$ cat config.mk
export PLATFORM = sky130hd
export DESIGN_NAME = morse_player_flat
export DESIGN_NICKNAME = d
export VERILOG_FILES = /design/src/rtl/morse_player_pkg.sv /design/src/rtl/morse_player_if.sv /design/src/rtl/morse_player_unit_tick_gen.sv /design/src/rtl/morse_player.sv /design/src/flat_wrapper.sv
export SDC_FILE = /design/constraint.sdc
export NUM_CORES = 1
export LEC_CHECK = 0
export ABC_AREA = 1
export CORE_ASPECT_RATIO = 1.75
export CORE_MARGIN = 5
export CORE_UTILIZATION = 56
export CTS_CLUSTER_DIAMETER = 80
export DETAILED_ROUTE_END_ITERATION = 6
export PLACE_DENSITY = 0.89
export SLEW_MARGIN = 20
export SYNTH_ARGS = -nofsm -noshare
export SYNTH_HDL_FRONTEND = slang
export SYNTH_SLANG_ARGS = --single-unit
$ cat constraint.sdc
create_clock -name i_clk -period 2.2 [get_ports i_clk]
set_clock_uncertainty 0.15 [all_clocks]
set_input_delay 0.33 -clock i_clk [delete_from_list [all_inputs] [get_ports i_clk]]
set_output_delay 0.33 -clock i_clk [all_outputs]
set_load 0.01 [all_outputs]
$ cat src/rtl/morse_player_pkg.sv
// Shared types and constants for the Morse pattern player.
package morse_pkg;

    typedef enum logic [1:0] {
        IDLE = 2'd0,
        PLAY = 2'd1,
        GAP  = 2'd2
    } state_e;

    typedef enum logic [1:0] {
        GAP_NONE   = 2'd0,
        GAP_LETTER = 2'd1,
        GAP_WORD   = 2'd2,
        GAP_RSVD   = 2'd3
    } gap_e;

    localparam int unsigned LETTER_GAP_UNITS = 3;
    localparam int unsigned WORD_GAP_UNITS   = 7;

    // Trailing silence in units for a gap code; the reserved code plays no gap.
    function automatic logic [2:0] gap_units(input logic [1:0] code);
        logic [2:0] units;
        units = 3'd0;
        case (code)
            GAP_LETTER: units = 3'(LETTER_GAP_UNITS);
            GAP_WORD:   units = 3'(WORD_GAP_UNITS);
            default:    units = 3'd0;
        endcase
        return units;
    endfunction

endpackage

$ cat src/rtl/morse_player_if.sv
// Request/status bundle between a character sequencer (master) and the player (slave).
interface morse_player_if #(
    parameter int PATTERN_W = 20,
    parameter int LEN_W     = $clog2(PATTERN_W + 1)
);
    // Handshake: a request transfers on the rising clock edge where i_valid and
    // o_ready are both high; o_ready is high only while the player is idle, and
    // request fields are sampled only on that edge. The master may hold i_valid
    // at any time; while the player is busy it is simply ignored.
    logic [PATTERN_W-1:0] i_pattern;
    logic [LEN_W-1:0]     i_len;
    logic [1:0]           i_gap;
    logic                 i_valid;
    logic                 o_ready;
    logic                 o_led;
    logic                 o_busy;
    logic                 o_unit_tick;
    logic                 o_done;
    logic [1:0]           dbg_state;

    modport master (
        output i_pattern, i_len, i_gap, i_valid,
        input  o_ready, o_led, o_busy, o_unit_tick, o_done, dbg_state
    );

    modport slave (
        input  i_pattern, i_len, i_gap, i_valid,
        output o_ready, o_led, o_busy, o_unit_tick, o_done, dbg_state
    );

endinterface

$ cat src/rtl/morse_player_unit_tick_gen.sv
// Modulo-TICK_DIV unit timer: tick is high during the last cycle of each unit.
module unit_tick_gen #(
    parameter int unsigned TICK_DIV = 3000000
) (
    input  logic clk,
    input  logic rst,
    input  logic clr,
    input  logic en,
    output logic tick
);
    localparam int unsigned CNT_W = $clog2(TICK_DIV);
    localparam logic [CNT_W-1:0] LAST = CNT_W'(TICK_DIV - 1);

    logic [CNT_W-1:0] count;

    always_ff @(posedge clk or posedge rst) begin
        if (rst) begin
            count <= '0;
        end else if (clr) begin
            count <= '0;
        end else if (en) begin
            if (count == LAST) begin
                count <= '0;
            end else begin
                count <= count + CNT_W'(1);
            end
        end
    end

    assign tick = en && !clr && (count == LAST);

endmodule

$ cat src/rtl/morse_player.sv
// Plays a variable-length MSB-first on/off unit pattern on one LED, then an optional gap.
module morse_player
    import morse_pkg::*;
#(
    parameter int PATTERN_W = 20,
    parameter int TICK_DIV  = 3000000,
    parameter int LEN_W     = $clog2(PATTERN_W + 1)
) (
    input  logic           i_clk,
    input  logic           i_rst,
    morse_player_if.slave  bus
);
    localparam logic [1:0] S_IDLE = IDLE;
    localparam logic [1:0] S_PLAY = PLAY;
    localparam logic [1:0] S_GAP  = GAP;

    localparam logic [LEN_W-1:0] MAX_LEN = LEN_W'(PATTERN_W);

    logic [1:0]           state;
    logic [PATTERN_W-1:0] shift_q;
    logic [PATTERN_W-1:0] shift_next;
    logic [LEN_W-1:0]     units_left;
    logic [2:0]           gap_left;
    logic                 led_q;
    logic                 done_q;
    logic                 tick;
    logic                 idle;
    logic                 busy;
    logic                 accept;
    logic [LEN_W-1:0]     len_clamped;
    logic [2:0]           gap_req;

    assign idle        = (state == S_IDLE);
    assign busy        = !idle;
    assign accept      = bus.i_valid && idle;
    assign len_clamped = (bus.i_len > MAX_LEN) ? MAX_LEN : bus.i_len;
    assign gap_req     = gap_units(bus.i_gap);
    assign shift_next  = shift_q << 1;

    // Counter is held clear while idle so every request starts unit-aligned.
    unit_tick_gen #(
        .TICK_DIV (TICK_DIV)
    ) u_tick (
        .clk  (i_clk),
        .rst  (i_rst),
        .clr  (idle),
        .en   (busy),
        .tick (tick)
    );

    always_ff @(posedge i_clk or posedge i_rst) begin
        if (i_rst) begin
            state      <= S_IDLE;
            shift_q    <= '0;
            units_left <= '0;
            gap_left   <= 3'd0;
            led_q      <= 1'b0;
            done_q     <= 1'b0;
        end else begin
            done_q <= 1'b0;
            case (state)
                S_IDLE: begin
                    led_q <= 1'b0;
                    if (accept) begin
                        shift_q    <= bus.i_pattern;
                        units_left <= len_clamped;
                        gap_left   <= gap_req;
                        if (len_clamped != '0) begin
                            state <= S_PLAY;
                            led_q <= bus.i_pattern[PATTERN_W-1];
                        end else if (gap_req != 3'd0) begin
                            state <= S_GAP;
                        end else begin
                            done_q <= 1'b1;
                        end
                    end
                end

                S_PLAY: begin
                    if (tick) begin
                        shift_q    <= shift_next;
                        units_left <= units_left - LEN_W'(1);
                        // Last unit: pattern bits below the length are never shown.
                        if (units_left == LEN_W'(1)) begin
                            led_q <= 1'b0;
                            if (gap_left != 3'd0) begin
                                state <= S_GAP;
                            end else begin
                                state  <= S_IDLE;
                                done_q <= 1'b1;
                            end
                        end else begin
                            led_q <= shift_next[PATTERN_W-1];
                        end
                    end
                end

                S_GAP: begin
                    led_q <= 1'b0;
                    if (tick) begin
                        gap_left <= gap_left - 3'd1;
                        if (gap_left == 3'd1) begin
                            state  <= S_IDLE;
                            done_q <= 1'b1;
                        end
                    end
                end

                default: begin
                    state <= S_IDLE;
                    led_q <= 1'b0;
                end
            endcase
        end
    end

    assign bus.o_ready     = idle;
    assign bus.o_busy      = busy;
    assign bus.o_led       = led_q;
    assign bus.o_unit_tick = tick;
    assign bus.o_done      = done_q;
    assign bus.dbg_state   = state;

endmodule
$ cat src/flat_wrapper.sv
// flat-port wrapper written by rule: the top's interface ports become plain ports
module morse_player_flat import morse_pkg::*;
#(
    parameter int PATTERN_W = 20,
    parameter int TICK_DIV  = 3000000,
    parameter int LEN_W     = $clog2(PATTERN_W + 1)
)
  (i_clk, i_rst, bus_i_pattern, bus_i_len, bus_i_gap, bus_i_valid, bus_o_ready, bus_o_led, bus_o_busy, bus_o_unit_tick, bus_o_done, bus_dbg_state);
  morse_player_if #(.PATTERN_W(PATTERN_W), .LEN_W(LEN_W)) bus_i ();
  input  logic i_clk;
  input  logic i_rst;
  input wire logic [$bits(bus_i.i_pattern)-1:0] bus_i_pattern;
  input wire logic [$bits(bus_i.i_len)-1:0] bus_i_len;
  input wire logic [$bits(bus_i.i_gap)-1:0] bus_i_gap;
  input wire logic [$bits(bus_i.i_valid)-1:0] bus_i_valid;
  output wire logic [$bits(bus_i.o_ready)-1:0] bus_o_ready;
  output wire logic [$bits(bus_i.o_led)-1:0] bus_o_led;
  output wire logic [$bits(bus_i.o_busy)-1:0] bus_o_busy;
  output wire logic [$bits(bus_i.o_unit_tick)-1:0] bus_o_unit_tick;
  output wire logic [$bits(bus_i.o_done)-1:0] bus_o_done;
  output wire logic [$bits(bus_i.dbg_state)-1:0] bus_dbg_state;
  assign bus_i.i_pattern = bus_i_pattern;
  assign bus_i.i_len = bus_i_len;
  assign bus_i.i_gap = bus_i_gap;
  assign bus_i.i_valid = bus_i_valid;
  assign bus_o_ready = bus_i.o_ready;
  assign bus_o_led = bus_i.o_led;
  assign bus_o_busy = bus_i.o_busy;
  assign bus_o_unit_tick = bus_i.o_unit_tick;
  assign bus_o_done = bus_i.o_done;
  assign bus_dbg_state = bus_i.dbg_state;
  morse_player #(.PATTERN_W(PATTERN_W), .TICK_DIV(TICK_DIV), .LEN_W(LEN_W)) u_core (.i_clk(i_clk), .i_rst(i_rst), .bus(bus_i));
endmodule
==> tab_implementation.tex, run 1 <==
\begin{tabular}{lr}
\hline
Metric & Value \\
\hline
\multicolumn{2}{l}{\textbf{Run status}} \\
Run status & finished clean \\
\multicolumn{2}{l}{\textbf{Floorplan}} \\
Horizontal die dimension & 67.5 um \\
Rows & 36 \\
Die area & 7470 sq um \\
Initial Util & 58.0\% \\
Total core area & 5590 sq um \\
Number of top-level design ports & 37 \\
Die outline height & 111 um \\
\multicolumn{2}{l}{\textbf{Timing}} \\
Period Utilization, post-route & 97.1\% \\
Number of hold violations in the final report & 0 \\
Worst Max-Slew Pin Slew & 0.442 ns \\
Count of final max-slew check failures & 0 \\
Final worst setup slack & 0.0633 ns \\
Setup repair after global routing missed its margin & true \\
Final setup vio count & 0 \\
Worst-case headroom to the max-slew limit & 70.5\% \\
Worst Hold Margin & 0.172 ns \\
FMAX & 0.468 GHz \\
Minimum period implied by the final worst setup slack & 2.14 ns \\
\multicolumn{2}{l}{\textbf{Clock network}} \\
CTS HTree Levels & 2 \\
CTS max path bufs & 2 \\
Total clock buffers created by CTS & 5 \\
Clock net sink count & 53 \\
Worst skew pair latency & 0.32 ns \\
Clock tree from TritonCTS & yes \\
Clock-pin slew on the worst setup and hold paths & 0.10 ns \\
Cell at the root of the clock tree & clkbuf\_8 \\
\multicolumn{2}{l}{\textbf{Drt}} \\
TritonRoute pass-1 iters & 6 \\
Number of remaining DRC errors & 0 \\
Via-to-Cell Ratio & 5.47 \\
Count of antenna-violating nets left after detailed routing & 0 \\
Drt initial violations & 183 \\
Total wire length after detailed routing & 8.52 mm \\
Average routed wire per standard cell & 14.7 um \\
Vias after detailed routing & 3169 \\
\multicolumn{2}{l}{\textbf{Finish}} \\
Post-Layout Inst Area & 3930 sq um \\
Antenna Cells & 0 \\
Layout Area Growth over Synthesis & 21.4\% \\
Utilization of the core after routing & 70.4\% \\
Share of cells above drive strength 1 & 10.5\% \\
Final-layout fill cell count & 489 \\
Net count of the finished layout & 544 \\
\multicolumn{2}{l}{\textbf{Critical path}} \\
Critical path fanouts, max & 6 \\
Setup slack, reg-to-reg & 0.10 ns \\
Crit path launch & u\_core.bus.dbg\_state[0]\$\_DFFE\_PP0P\_ \\
Reg-to-reg endpoint & u\_core.shift\_q[16]\$\_DFFE\_PP0P\_ \\
Data arrival time of the worst path & 1.66 ns \\
Data required time at the worst endpoint & 1.72 ns \\
Startpoint of the most critical register-to-register path & u\_core.bus.dbg\_state[0]\$\_DFFE\_PP0P\_ \\
CP Class & reg2out \\
Setup crit end kind & output port \\
Worst R2R Path Depth & 9 \\
Sort of element at the start of the critical path & flip-flop \\
End point of the critical path & bus\_o\_ready \\
\multicolumn{2}{l}{\textbf{Synthesis}} \\
Sequential fraction of the synthesis area & 40.9\% \\
Flip-flop cell with the highest count after synthesis & dfrtp\_1 \\
Distinct cells, synth & 31 \\
Most used standard cell by instance count after synthesis & nand2\_1 \\
Ranking of synthesized cells by area & dfrtp\_1, nand2\_1, nand4\_1, nor2\_1, ha\_1 \\
Nets in the synthesized netlist & 488 \\
Yosys reg bits & 53 \\
Synth top area share & 40.9\% \\
Cell taking the most area after synthesis & dfrtp\_1 \\
Number of flops mapped to enable cells by yosys & 0 \\
Area of the mapped netlist & 3240 sq um \\
Cell types with the highest counts after synthesis & nand2\_1, dfrtp\_1, nor2\_1, inv\_1, nand4\_1 \\
Async set-reset flop share out of synthesis & 100\% \\
Avg Inst Size Synth & 7.25 sq um \\
Number of instances in the synthesized netlist & 447 \\
Yosys warns & 0 \\
\multicolumn{2}{l}{\textbf{Place}} \\
Post-detail-place hpwl & 6.28 mm \\
Count of port buffers added during placement & 36 \\
Post-place setup slack & 0.0711 ns \\
Placement-stage cell area & 3780 sq um \\
Weighted congestion at the end of routability-driven global placement & 1.00 \\
\multicolumn{2}{l}{\textbf{Power and ir drop}} \\
Static leakage & 1.92 nW \\
NetSw & 0.00185 W \\
Switching power as a share of total power & 44.2\% \\
Part of the power in the clock network & 13.9\% \\
Sequential group share of total power & 34.6\% \\
Cell Int Power & 0.00234 W \\
Combinational fraction of design power & 51.6\% \\
Power density over the cells & 1070 nW/um\^{}2 \\
PnR Total Power & 0.00419 W \\
IR drop worst, VDD & 0.854 mV \\
\multicolumn{2}{l}{\textbf{Global route}} \\
Number of antenna violations at the first check in global routing & 0 \\
Maximum number of pins on one net before global-route repair & 37 \\
First-pass GRT wire length & 14.0 mm \\
Overall track demand over capacity in global routing & 24.0\% \\
Number of global-route vias before repair & 3187 \\
Final global-route overflow total & 0 \\
\multicolumn{2}{l}{\textbf{Min path}} \\
Class of the worst hold path & in2async \\
\multicolumn{2}{l}{\textbf{Run}} \\
Max-cap violations & 0 \\
\hline
\end{tabular}
[worst max-delay path: stages (launching register included)]
cell	delay (ns)
dfrtp_1	0.40
inv_1	0.10
ha_2	0.27
clkdlybuf4s50_1	0.57
[cells by family (layout without fill, tap and decap cells)]
logic type	count (synthesis)	in the layout	synth area share (%)
buf+inv	54	110	7.15
xor+xnor	13	13	3.51
simple gates	288	288	39.5
flops	53	53	40.9
fa+ha+maj	11	11	4.25
compound gates	28	28	4.67
[cells in the final DEF, fill, tap and decap left out, drive strengths merged]
cell type,netlist,layout
a21oi,9,9
clkbuf,6,8
o21a,4,4
clkdlybuf4s50,0,35
o22ai,1,1
buf,10,29
dfrtp,53,53
xnor2,3,3
nand4,32,32
o21ai,14,14
xor2,10,10
or2,2,2
nor2,50,50
nor3,9,9
nand3b,2,2
and3,1,1
nand2,166,166
nor4,2,2
ha,11,11
inv,38,38
nor3b,1,1
nand3,23,23
[timing repair]
item / in CTS / in global routing
resized for setup: 4 / 3
setup endpoints to repair: 3 / 1
hold buffers: 0 / 0
buffers inserted: 4 / 3
pin swaps: 0 / 1
[how the worst min path moves through the flow]
stage	start	end	slack, ns	cells past startpoint
after global routing	i_rst	u_core.u_tick.count[12]$_DFF_PP0_	0.21	2
after CTS	i_rst	u_core.u_tick.count[11]$_DFF_PP0_	0.20	2
final	i_rst	u_core.u_tick.count[18]$_DFF_PP0_	0.17	2
after detailed placement	u_core.shift_q[2]$_DFFE_PP0P_	u_core.shift_q[2]$_DFFE_PP0P_	0.31	2
after floorplan	u_core.shift_q[15]$_DFFE_PP0P_	u_core.shift_q[15]$_DFFE_PP0P_	0.29	2
after global placement	u_core.shift_q[9]$_DFFE_PP0P_	u_core.shift_q[9]$_DFFE_PP0P_	0.30	2
[routing by layer]
| metal | vias up | GRT usage, % | routed length, um |
|---|---|---|---|
| met4 | 0 | 12.9 | 338 |
| met2 | 114 | 42.2 | 4670 |
| met5 | - | 0 | 0 |
| met1 | 1477 | 25.7 | 3150 |
| li1 | 1548 | - | - |
| met3 | 30 | 4.17 | 356 |
[state kept, by name, indices dropped and copies added (netlist names)]
signal,count
u_core.shift_q,19
u_core.bus.o_done,1
u_core.u_tick.count,22
u_core.bus.o_led,1
u_core.units_left,5
u_core.bus.dbg_state,2
u_core.gap_left,3
[power groups by stage]
stage          sequential, W  combinational [W]  clock [W]
2_1_floorplan        0.00143            0.00147          0
3_3_place_gp         0.00143            0.00202          0
3_5_place_dp         0.00145            0.00207          0
4_1_cts              0.00144            0.00214   0.000580
5_1_grt              0.00148            0.00241   0.000621
6_report             0.00145            0.00216   0.000581
[final cells by class]
class / instances / area, sq um / share of cell area (%)
timing repair buffer: 65 / 586 / 14.9
sequential: 53 / 1330 / 33.7
tap: 76 / 95.1 / 2.42
multi-input combinational: 340 / 1700 / 43.1
clock buffer: 7 / 86.3 / 2.19
inverter: 38 / 143 / 3.63
[per-stage QoR]
step	instances	setup TNS (ns)
floorplan	447	0
finish	579	0
global placement	565	0
global route	579	-0.0308
CTS	576	0
detailed placement	565	0
Note: power is estimated with default switching activity, not from simulation.
==> run 2, diff against run 1 <==
--- a/config.mk
+++ b/config.mk
@@ -8,10 +8,11 @@
 export ABC_AREA = 1
 export CORE_ASPECT_RATIO = 1.75
 export CORE_MARGIN = 5
-export CORE_UTILIZATION = 56
+export CORE_UTILIZATION = 58
+export CTS_BUF_LIST = sky130_fd_sc_hd__clkbuf_4
 export CTS_CLUSTER_DIAMETER = 80
 export DETAILED_ROUTE_END_ITERATION = 6
-export PLACE_DENSITY = 0.89
+export PLACE_DENSITY = 0.91
 export SLEW_MARGIN = 20
 export SYNTH_ARGS = -nofsm -noshare
 export SYNTH_HDL_FRONTEND = slang
==> run 2 against run 1 <==
Core utilization barely moved. Sequential cell count stayed put. Worst hold slack lost 0.033 ns. Highest routed layer unchanged.
==> tab_implementation.tex, run 2 (same netlist as run 1, synthesis figures left out) <==
\begin{tabular}{lr}
\hline
Metric & Value \\
\hline
\multicolumn{2}{l}{\textbf{Global route}} \\
Overall track demand over capacity in global routing & 23.2\% \\
Maximum number of pins on one net before global-route repair & 54 \\
Final global-route overflow total & 0 \\
Number of antenna violations at the first check in global routing & 0 \\
First-pass GRT wire length & 13.1 mm \\
Number of global-route vias before repair & 3059 \\
\multicolumn{2}{l}{\textbf{Critical path}} \\
CP Class & reg2out \\
Data arrival time of the worst path & 1.60 ns \\
Worst R2R Path Depth & 9 \\
Setup slack, reg-to-reg & 0.15 ns \\
Critical Path, Cell by Cell & ha\_2, nand3\_4, nor2\_4, and3\_1, inv\_1, nor2\_1, buf\_2 \\
Reg-to-reg endpoint & u\_core.shift\_q[3]\$\_DFFE\_PP0P\_ \\
Setup crit end kind & output port \\
Sort of element at the start of the critical path & flip-flop \\
Startpoint of the most critical register-to-register path & u\_core.u\_tick.count[1]\$\_DFF\_PP0\_ \\
Buffering stage count on the worst path with inverters included & 2 \\
Slowest cell on the critical path & dfrtp\_1 \\
Largest stage delay, worst path & 0.39 ns \\
Critical path fanouts, max & 2 \\
CP top delay family & simple AND/OR/NAND/NOR gates \\
Data required time at the worst endpoint & 1.72 ns \\
\multicolumn{2}{l}{\textbf{Finish}} \\
Max FFs per register & 22 \\
Commonest cells after routing, fill and taps aside & nand2\_1, dfrtp\_1, nor2\_1 \\
Most common cell after layout, fill and taps aside & nand2\_1 \\
Biggest regs & u\_core.u\_tick.count: 22 flops, u\_core.shift\_q: 19 flops, u\_core.units\_left: 5 flops \\
Number of standard cells in the layout, taps in and fillers out & 576 \\
Antenna Cells & 0 \\
Register containing the most flip-flops in the final layout & u\_core.u\_tick.count \\
Share of cells above drive strength 1 & 10.8\% \\
Layout Area Growth over Synthesis & 19.5\% \\
Net count of the finished layout & 541 \\
\multicolumn{2}{l}{\textbf{Timing}} \\
Worst-case headroom to the max-slew limit & 75.4\% \\
Final setup vio count & 0 \\
Minimum period implied by the final worst setup slack & 2.08 ns \\
Period Utilization, post-route & 94.8\% \\
Worst Max-Slew Pin Slew & 0.365 ns \\
FMAX & 0.480 GHz \\
Number of hold violations in the final report & 0 \\
Setup repair after global routing missed its margin & false \\
Final worst setup slack & 0.115 ns \\
Count of final max-slew check failures & 0 \\
Final TNS setup & 0 ns \\
Worst Hold Margin & 0.139 ns \\
\multicolumn{2}{l}{\textbf{Clock network}} \\
Worst skew pair latency & 0.36 ns \\
Cell at the root of the clock tree & clkbuf\_4 \\
CTS max path bufs & 2 \\
Clock net sink count & 53 \\
CTS HTree Levels & 2 \\
Clock-pin slew on the worst setup and hold paths & 0.14 ns \\
Number of hold buffers added after CTS & 0 \\
Clock tree from TritonCTS & yes \\
Total clock buffers created by CTS & 5 \\
\multicolumn{2}{l}{\textbf{Drt}} \\
Via-to-Cell Ratio & 5.38 \\
Average routed wire per standard cell & 13.3 um \\
Vias after detailed routing & 3097 \\
TritonRoute pass-1 iters & 4 \\
Count of antenna-violating nets left after detailed routing & 0 \\
Drt initial violations & 195 \\
Total wire length after detailed routing & 7.68 mm \\
Number of remaining DRC errors & 0 \\
\multicolumn{2}{l}{\textbf{Floorplan}} \\
Initial Util & 58.9\% \\
Horizontal die dimension & 66.5 um \\
Die outline height & 109 um \\
Number of top-level design ports & 37 \\
Rows & 36 \\
Die area & 7240 sq um \\
Total core area & 5500 sq um \\
\multicolumn{2}{l}{\textbf{Place}} \\
Post-place setup slack & 0.0739 ns \\
Weighted congestion at the end of routability-driven global placement & 0.960 \\
Post-detail-place hpwl & 5.89 mm \\
Placed Instances & 563 \\
Count of port buffers added during placement & 36 \\
\multicolumn{2}{l}{\textbf{Power and ir drop}} \\
Static leakage & 1.90 nW \\
IR drop worst, VDD & 0.867 mV \\
Power density over the cells & 1010 nW/um\^{}2 \\
PnR Total Power & 0.00392 W \\
\multicolumn{2}{l}{\textbf{Min path}} \\
Class of the worst hold path & in2async \\
\multicolumn{2}{l}{\textbf{Run}} \\
Max-cap violations & 0 \\
\multicolumn{2}{l}{\textbf{Run status}} \\
Run status & finished clean \\
\hline
\end{tabular}
-- run 2: changes by cell type in the layout (fill, tap and decap cells not counted), sizes merged --
cell | before | now
dlymetal6s2s | 0 | 1
dlygate4sd2 | 0 | 1
buf | 29 | 27
clkdlybuf4s50 | 35 | 33
clkbuf | 8 | 6
clkinv | 0 | 1
-- run 2: layer usage --
metal	track usage [%]	share of wire [%]	up-vias
met4	10.9	3.8	0
met5	0	0	-
met3	3.81	4.2	26
met2	44.2	55	89
li1	-	-	1544
met1	23.8	37	1438
-- run 2: worst max-delay path by stage --
stage	start	end	slack, ns	cells past startpoint
final	u_core.u_tick.count[1]$_DFF_PP0_	bus_o_unit_tick	0.12	7
after global routing	u_core.u_tick.count[7]$_DFF_PP0_	bus_o_unit_tick	0.008	8
after CTS	u_core.u_tick.count[1]$_DFF_PP0_	bus_o_unit_tick	-0.001	7
after detailed placement	u_core.u_tick.count[1]$_DFF_PP0_	bus_o_unit_tick	0.07	7
after global placement	u_core.u_tick.count[1]$_DFF_PP0_	bus_o_unit_tick	0.12	7
after floorplan	u_core.bus.dbg_state[0]$_DFFE_PP0P_	u_core.shift_q[3]$_DFFE_PP0P_	0.19	8
-- run 2: where the power goes --
part / switching, W / internal [W]
Combinational: 0.00129 / 0.000776
Sequential: 0.000181 / 0.00125
Clock: 0.000289 / 0.000129
Total: 0.00176 / 0.00216
-- run 2: final cells by class --
cell class              instances  area, sq um
inverters                      38          143
repair buffers                 62          564
well taps                      76         95.1
multi-input cells             340         1690
clock inverters                 1         3.75
fillers                       478         1620
clock buffers                   6         45.0
flip-flops and latches         53         1330
-- run 2: tightest hold or removal path, delay by kind of cell --
family	cells	cell delay, ns
buf+inv	3	0.74
-- run 2: what timing repair did --
action | 4_1_cts | 5_1_grt
pin swaps | 1 | 2
setup buffers | 2 | 4
endpoints found under the setup margin | 3 | 2
resized for setup | 6 | 7
-- run 2: through the flow --
stage	instance area (sq um)	utilization, %
global route	3870	70.4
finish	3870	70.4
CTS	3840	69.8
floorplan	3240	-
detailed placement	3770	68.6
global placement	3770	68.6
